$ cat src/rtl/detector_colision_pkg.sv
// ---------------------------------------------------------------------------
// detector_colision_pkg
// Shared definitions for the collision detector and other game blocks:
//   state_t        FSM encoding (ARMED=0, HIT=1, INVULN=2, OVER=3)
//   V_VISIBLE_DEF  default first non-visible scan line (frame boundary)
//   cnt_width()    counter width for a count parameter, never below 1 bit
// ---------------------------------------------------------------------------
package detector_colision_pkg;

  typedef enum logic [1:0] {
    ARMED  = 2'd0,
    HIT    = 2'd1,
    INVULN = 2'd2,
    OVER   = 2'd3
  } state_t;

  localparam int unsigned V_VISIBLE_DEF = 480;

  function automatic int unsigned cnt_width(input int unsigned n);
    return (n > 1) ? $clog2(n) : 1;
  endfunction

endpackage

$ cat src/rtl/detector_colision_cuadro.sv
// ---------------------------------------------------------------------------
// detector_cuadro
// Frame boundary detector. Pulses o_frame_tick for one clk on the first clk
// where i_pix_y equals V_VISIBLE. The previous pix_y is registered so the
// pulse happens once per frame, however many clks each scan line lasts.
// Ports:
//   clk           system clock
//   reset         asynchronous, active-low reset
//   i_pix_y       current scan line
//   o_frame_tick  one-clk pulse at the start of the vertical blanking
// ---------------------------------------------------------------------------
module detector_cuadro
  import detector_colision_pkg::*;
#(
  parameter int unsigned V_VISIBLE = V_VISIBLE_DEF,
  parameter int unsigned Y_W       = 10
) (
  input  logic           clk,
  input  logic           reset,
  input  logic [Y_W-1:0] i_pix_y,
  output logic           o_frame_tick
);

  localparam logic [Y_W-1:0] Y_EDGE = Y_W'(V_VISIBLE);

  logic [Y_W-1:0] r_prev_y;

  always_ff @(posedge clk or negedge reset) begin
    if (!reset) r_prev_y <= '0;
    else        r_prev_y <= i_pix_y;
  end

  assign o_frame_tick = (i_pix_y == Y_EDGE) && (r_prev_y != Y_EDGE);

endmodule

$ cat src/rtl/detector_colision.sv
// ---------------------------------------------------------------------------
// detector_colision
// Player/wall/goal collision detector for the maze game.
// Overlaps are accumulated over a frame and evaluated once per frame at the
// frame tick. A wall hit raises `hit` for HIT_CYCLES clks (its falling edge
// decrements the life counter), followed by INV_FRAMES frames of
// invulnerability. game_over parks the FSM in OVER until reset.
// Optional feature (macro META_DETECT_EN): goal detection, pulsing
// level_done for one clk when the player reaches the goal without touching
// a wall in the same frame. Without it level_done is tied low.
// Ports:
//   clk, reset                 clock, asynchronous active-low reset
//   video_on, pix_x, pix_y     sync generator outputs
//   jugador_on, pared_on,
//   meta_on                    player / wall / goal pixel flags
//   game_over                  lives exhausted
//   hit, invulnerable,
//   level_done                 registered status outputs
// ---------------------------------------------------------------------------
module detector_colision
  import detector_colision_pkg::*;
#(
  parameter int unsigned V_VISIBLE  = V_VISIBLE_DEF,
  parameter int unsigned HIT_CYCLES = 16,
  parameter int unsigned INV_FRAMES = 60
) (
  input  logic       clk,
  input  logic       reset,
  input  logic       video_on,
  input  logic [9:0] pix_x,
  input  logic [9:0] pix_y,
  input  logic       jugador_on,
  input  logic       pared_on,
  input  logic       meta_on,
  input  logic       game_over,
  output logic       hit,
  output logic       invulnerable,
  output logic       level_done
);

  localparam int unsigned HC_W = cnt_width(HIT_CYCLES);
  localparam int unsigned IF_W = cnt_width(INV_FRAMES);
  localparam logic [HC_W-1:0] HC_LOAD = HC_W'(HIT_CYCLES - 1);
  localparam logic [IF_W-1:0] IF_LOAD = IF_W'(INV_FRAMES - 1);

  state_t          r_state, w_state_nxt;
  logic [HC_W-1:0] r_hit_cnt, w_hit_cnt_nxt;
  logic [IF_W-1:0] r_inv_cnt, w_inv_cnt_nxt;
  logic            r_col_pared;
  logic            r_hit, r_inv;
  logic            w_hit_nxt, w_inv_nxt;
  logic            w_frame_tick;
  logic            w_ov_pared;
  logic            w_goal;
  logic            w_goal_evt;
  logic            w_unused;

  detector_cuadro #(
    .V_VISIBLE (V_VISIBLE),
    .Y_W       (10)
  ) u_cuadro (
    .clk          (clk),
    .reset        (reset),
    .i_pix_y      (pix_y),
    .o_frame_tick (w_frame_tick)
  );

  assign w_ov_pared = video_on & jugador_on & pared_on;

  // On the tick the flag restarts from the current overlap, so an overlap
  // coinciding with the tick belongs to the next frame.
  always_ff @(posedge clk or negedge reset) begin
    if (!reset)            r_col_pared <= 1'b0;
    else if (w_frame_tick) r_col_pared <= w_ov_pared;
    else                   r_col_pared <= r_col_pared | w_ov_pared;
  end

`ifdef META_DETECT_EN
  logic w_ov_meta;
  logic r_col_meta;
  logic r_level_done;

  assign w_ov_meta = video_on & jugador_on & meta_on;

  always_ff @(posedge clk or negedge reset) begin
    if (!reset)            r_col_meta <= 1'b0;
    else if (w_frame_tick) r_col_meta <= w_ov_meta;
    else                   r_col_meta <= r_col_meta | w_ov_meta;
  end

  // A wall touch in the same frame cancels the goal.
  assign w_goal = r_col_meta & ~r_col_pared;

  always_ff @(posedge clk or negedge reset) begin
    if (!reset) r_level_done <= 1'b0;
    else        r_level_done <= w_goal_evt;
  end

  assign level_done = r_level_done;
  assign w_unused   = ^pix_x;
`else
  assign w_goal     = 1'b0;
  assign level_done = 1'b0;
  assign w_unused   = ^{pix_x, meta_on, w_goal_evt};
`endif

  // State register and counters
  always_ff @(posedge clk or negedge reset) begin
    if (!reset) begin
      r_state   <= ARMED;
      r_hit_cnt <= '0;
      r_inv_cnt <= '0;
    end else begin
      r_state   <= w_state_nxt;
      r_hit_cnt <= w_hit_cnt_nxt;
      r_inv_cnt <= w_inv_cnt_nxt;
    end
  end

  // Next-state logic; counters only decrement from non-zero.
  always_comb begin
    w_state_nxt   = r_state;
    w_hit_cnt_nxt = r_hit_cnt;
    w_inv_cnt_nxt = r_inv_cnt;
    w_goal_evt    = 1'b0;
    if (game_over) begin
      w_state_nxt = OVER;
    end else begin
      case (r_state)
        ARMED: begin
          if (w_frame_tick) begin
            if (r_col_pared) begin
              w_state_nxt   = HIT;
              w_hit_cnt_nxt = HC_LOAD;
            end else if (w_goal) begin
              w_goal_evt = 1'b1;
            end
          end
        end
        HIT: begin
          if (r_hit_cnt == '0) begin
            w_state_nxt   = INVULN;
            w_inv_cnt_nxt = IF_LOAD;
          end else begin
            w_hit_cnt_nxt = r_hit_cnt - 1'b1;
          end
        end
        INVULN: begin
          // Wall overlaps are ignored here; only the goal can cut it short.
          if (w_frame_tick) begin
            if (w_goal) begin
              w_goal_evt    = 1'b1;
              w_state_nxt   = ARMED;
              w_inv_cnt_nxt = '0;
            end else if (r_inv_cnt == '0) begin
              w_state_nxt = ARMED;
            end else begin
              w_inv_cnt_nxt = r_inv_cnt - 1'b1;
            end
          end
        end
        OVER:    w_state_nxt = OVER;
        default: w_state_nxt = ARMED;
      endcase
    end
  end

  // Outputs decoded from the next state, then registered, so they change
  // on the same edge as the state and have no input-to-output path.
  always_comb begin
    w_hit_nxt = (w_state_nxt == HIT);
    w_inv_nxt = (w_state_nxt == HIT) || (w_state_nxt == INVULN);
  end

  always_ff @(posedge clk or negedge reset) begin
    if (!reset) begin
      r_hit <= 1'b0;
      r_inv <= 1'b0;
    end else begin
      r_hit <= w_hit_nxt;
      r_inv <= w_inv_nxt;
    end
  end

  assign hit          = r_hit;
  assign invulnerable = r_inv;

endmodule
$ cat config.mk
export PLATFORM = sky130hd
export DESIGN_NAME = detector_colision
export DESIGN_NICKNAME = d
export VERILOG_FILES = /design/src/rtl/detector_colision_pkg.sv /design/src/rtl/detector_colision_cuadro.sv /design/src/rtl/detector_colision.sv
export SDC_FILE = /design/constraint.sdc
export NUM_CORES = 1
export LEC_CHECK = 0
export BUFFER_PORTS_ARGS = -buffer_cell sky130_fd_sc_hd__buf_2
export CAP_MARGIN = 10
export CORE_MARGIN = 2
export CORE_UTILIZATION = 54
export DETAILED_ROUTE_END_ITERATION = 10
export PLACE_DENSITY = 0.82
export SKIP_CTS_REPAIR_TIMING = 1
export SYNTH_ARGS = -nofsm -noshare
export SYNTH_HDL_FRONTEND = slang
export SYNTH_SLANG_ARGS = --single-unit
export TNS_END_PERCENT = 50
$ cat constraint.sdc
create_clock -name clk -period 4.9 [get_ports clk]
set_input_delay 0.245 -clock clk [delete_from_list [all_inputs] [get_ports clk]]
set_output_delay 0.245 -clock clk [all_outputs]
set_load 0.02 [all_outputs]
==> results.toml <==
[setup_path]
critical-path-top-cell-by-count = "sky130_fd_sc_hd__nor3_1"
timing.reg2reg.setup_slack_ps = 2560
setup.worst_path.start = "r_inv_cnt[0]"
critical_path_cell_list = "inv_1, ha_1, or3b_2, nor3_1, nor3_1, a211oi_1, a41oi_1"
worstPathMaxFanout = 6
worstPathRequired_ps = 5080
worstRegToRegCells = 7
crit_path_start_kind = "flop"
crit_path_max_incr_delay_ps = 470
crit_arrival_ps = 2520
criticalPathCategory = "flop to flop"
worst_path_max_delay_cell = "sky130_fd_sc_hd__or3b_2"
end_kind = "flop"
critical_path.reg2reg.endpoint = "r_inv_cnt[1]"
timing.rr.start = "r_inv_cnt[0]"

[clocking]
numClockSinks = 25
cts.reportedPaths.clkPinSlew_ps = 120
tritoncts.num_buffers = 3
clock_tree_from_tritoncts = "built"
cts_max_path_buffers = 2
clock_latency_ps = 310
cts_root_buffer = "sky130_fd_sc_hd__clkbuf_4"
cts_max_level = 1

[finish]
multi_input_area_um2 = 447.9
layout.area.seq_um2 = 625.6
drive_gt1_frac = 0.2258
fin_cells = 151
final_net_count = 155
area.growth.synth_to_final_pct = 11.78
antenna_cells_inserted = 0
fillerInstances = 184

[place]
dp.final_hpwl_mm = 1.547
buffer_ports.inserted = 17
place.detailed.instances = 146
gp_congestion = 0.7987

[routing]
drt_pre_antenna_iters = 4
drcViolationCount = 0
drtIter0Drc = 15
detail_route.wl_per_cell_um = 13.47
viasPerCell = 5.762
num_vias = 870
detail-route-antenna-nets = 0
detail_route.wirelength_mm = 2.034

[synthesis]
post_synth.cell_area_avg_um2 = 10.72
post_synth_main_area_contributors = "sky130_fd_sc_hd__dfrtp_1, sky130_fd_sc_hd__ha_1, sky130_fd_sc_hd__a21oi_1, sky130_fd_sc_hd__nand3_1, sky130_fd_sc_hd__inv_1"
fraction_of_synthesized_cell_area_taken_by_the_top_area_cell_type = 0.5556
synth_nets = 135
synth_cells = 105
synth_edf_count = 0
synthFlopType = "sky130_fd_sc_hd__dfrtp_1"
synth_sequential_area_ratio = 0.5556
synth.cell_area_um2 = 1126
yosys_register_bits = 25
asyncSetResetFlopFracSynth = 1.000
synth.yosys.warnings = 0
post-synth-top-area-cell = "sky130_fd_sc_hd__dfrtp_1"
synth_cell_types = 34

[floorplan]
coreArea_um2 = 1962
die_area_um2 = 2467
floorplan.die.height_um = 49.67
initial_core_util = 0.5740
core.rowCount = 16
ioPinCount = 30
floorplan.die.width_um = 49.67

[sta]
finalCritPeriodShare = 0.4770
worst_pin_slew_ps = 605.3
fmax_ghz = 0.4278
finalHoldViolCount = 0
relSlewSlack = 0.5934
rsz0062_at_grt = "no"
final_slew_violations = 0
timing.final.setup_violations = 0
finalSetupTns_ps = 0
final_period_minus_worst_setup_slack_ps = 2338
worst_clock_skew_ps = 1.381

[global_route]
grt_overflow = 0
track_usage = 0.1897
wire_length_of_the_first_global_routing_pass_mm = 3.456
first_global_vias = 805
grt_start_max_net_pins = 26
grt_antenna_before_repair = 0

[min_path]
holdPathStages = 1
min-delay-path-class = "input pin to flop"
holdPathEnd = "u_cuadro.r_prev_y[3]"
hold_path_startpoint = "pix_y[3]"

[status]
run_status = "completed"

[power]
vdd.ir_drop.worst_mv = 0.2613
power_per_cell_area_nw_per_um2 = 284.5
leakage_power_nw = 0.5639

[flow_run]
max_cap_violations = 0
## cells in the final DEF, fill, tap and decap left out, types with 2 or more instances in the layout
master,netlist,layout
sky130_fd_sc_hd__a211oi_1,3,3
sky130_fd_sc_hd__a21oi_1,7,7
sky130_fd_sc_hd__a31o_2,2,2
sky130_fd_sc_hd__a41oi_1,2,2
sky130_fd_sc_hd__and3_2,2,2
sky130_fd_sc_hd__buf_2,0,17
sky130_fd_sc_hd__clkbuf_4,0,3
sky130_fd_sc_hd__dfrtp_1,25,25
sky130_fd_sc_hd__ha_1,3,3
sky130_fd_sc_hd__inv_1,8,8
sky130_fd_sc_hd__nand2_1,4,4
sky130_fd_sc_hd__nand3_1,6,6
sky130_fd_sc_hd__nand4b_1,3,3
sky130_fd_sc_hd__nor2_1,6,6
sky130_fd_sc_hd__nor2b_1,2,2
sky130_fd_sc_hd__nor3_1,5,5
sky130_fd_sc_hd__nor4_1,4,4
sky130_fd_sc_hd__o21ai_0,5,5
## layout make-up
class,count,share of cell area
Clock buffer,4,0.02087
Inverter,8,0.02386
Multi-Input combinational cell,69,0.3559
Sequential cell,25,0.4970
Tap cell,27,0.02684
Timing Repair Buffer,18,0.07555
## routing by layer
metal,part of all wire,global-route usage,vias up
met5,0,0,-
met4,0.028,0.09722,0
met3,0.038,0.03939,6
met1,0.41,0.2177,419
li1,-,-,423
met2,0.53,0.3311,22
## stage by stage
stage          hold slack (ps)  setup slack (ps)  instance area [um2]  utilization  total power (W)
4_1_cts                 -95.45              2565                 1249       0.6365        0.0003596
5_1_grt                  28.22              2237                 1259       0.6416        0.0003776
3_5_place_dp             253.0              2420                 1222       0.6231        0.0002735
3_3_place_gp             247.6              2525                 1222       0.6231        0.0002699
2_1_floorplan           -50.59              2780                 1126            -        0.0002546
6_report                 42.81              2563                 1259       0.6416        0.0003581
## logic make-up (layout without fill, tap and decap cells)
family	Yosys count	in the layout	synth area share
mux	1	1	0.008889
fa+ha+maj	3	3	0.03334
compound gates	21	21	0.1156
flops	25	25	0.5556
simple gates	43	43	0.2367
buf+inv	11	30	0.04667
other cells	1	1	0.003330
## worst max-delay path, delay by kind of cell (launching register included)
kind            cells  cell delay [ps]
fa+ha+maj           1              190
buf+inv             1               70
compound gates      2              350
flops               1              430
simple gates        3             1170
## sequential cells by signal, summed over array words and instances (netlist names)
register           flops
hit                    1
r_col_pared            1
invulnerable           1
r_inv_cnt              6
r_state                2
r_hit_cnt              4
u_cuadro.r_prev_y     10
## worst max-delay path by stage
stage | end | slack, ps | depth (start not counted)
final | r_inv_cnt[1] | 2560 | 7
after floorplan | invulnerable | 2780 | 8
after global routing | r_inv_cnt[0] | 2240 | 7
after global placement | invulnerable | 2520 | 8
after detailed placement | invulnerable | 2420 | 8
after CTS | r_inv_cnt[0] | 2560 | 7
## Yosys cell counts, types with 2 or more instances
master / n
sky130_fd_sc_hd__inv_1: 8
sky130_fd_sc_hd__o21ai_0: 5
sky130_fd_sc_hd__a211oi_1: 3
sky130_fd_sc_hd__dfrtp_1: 25
sky130_fd_sc_hd__nand3_1: 6
sky130_fd_sc_hd__a31o_2: 2
sky130_fd_sc_hd__nand2_1: 4
sky130_fd_sc_hd__ha_1: 3
sky130_fd_sc_hd__nor2b_1: 2
sky130_fd_sc_hd__nor2_1: 6
sky130_fd_sc_hd__nor3_1: 5
sky130_fd_sc_hd__and3_2: 2
sky130_fd_sc_hd__nor4_1: 4
sky130_fd_sc_hd__a41oi_1: 2
sky130_fd_sc_hd__a21oi_1: 7
sky130_fd_sc_hd__nand4b_1: 3
## power breakdown
part | switching [W] | internal (W)
clock | 0.0000564 | 0.0000318
combinational | 0.0000258 | 0.0000168
sequential | 0.00000947 | 0.000218
total | 0.0000917 | 0.000266
Note: power is estimated with default switching activity, not from simulation.
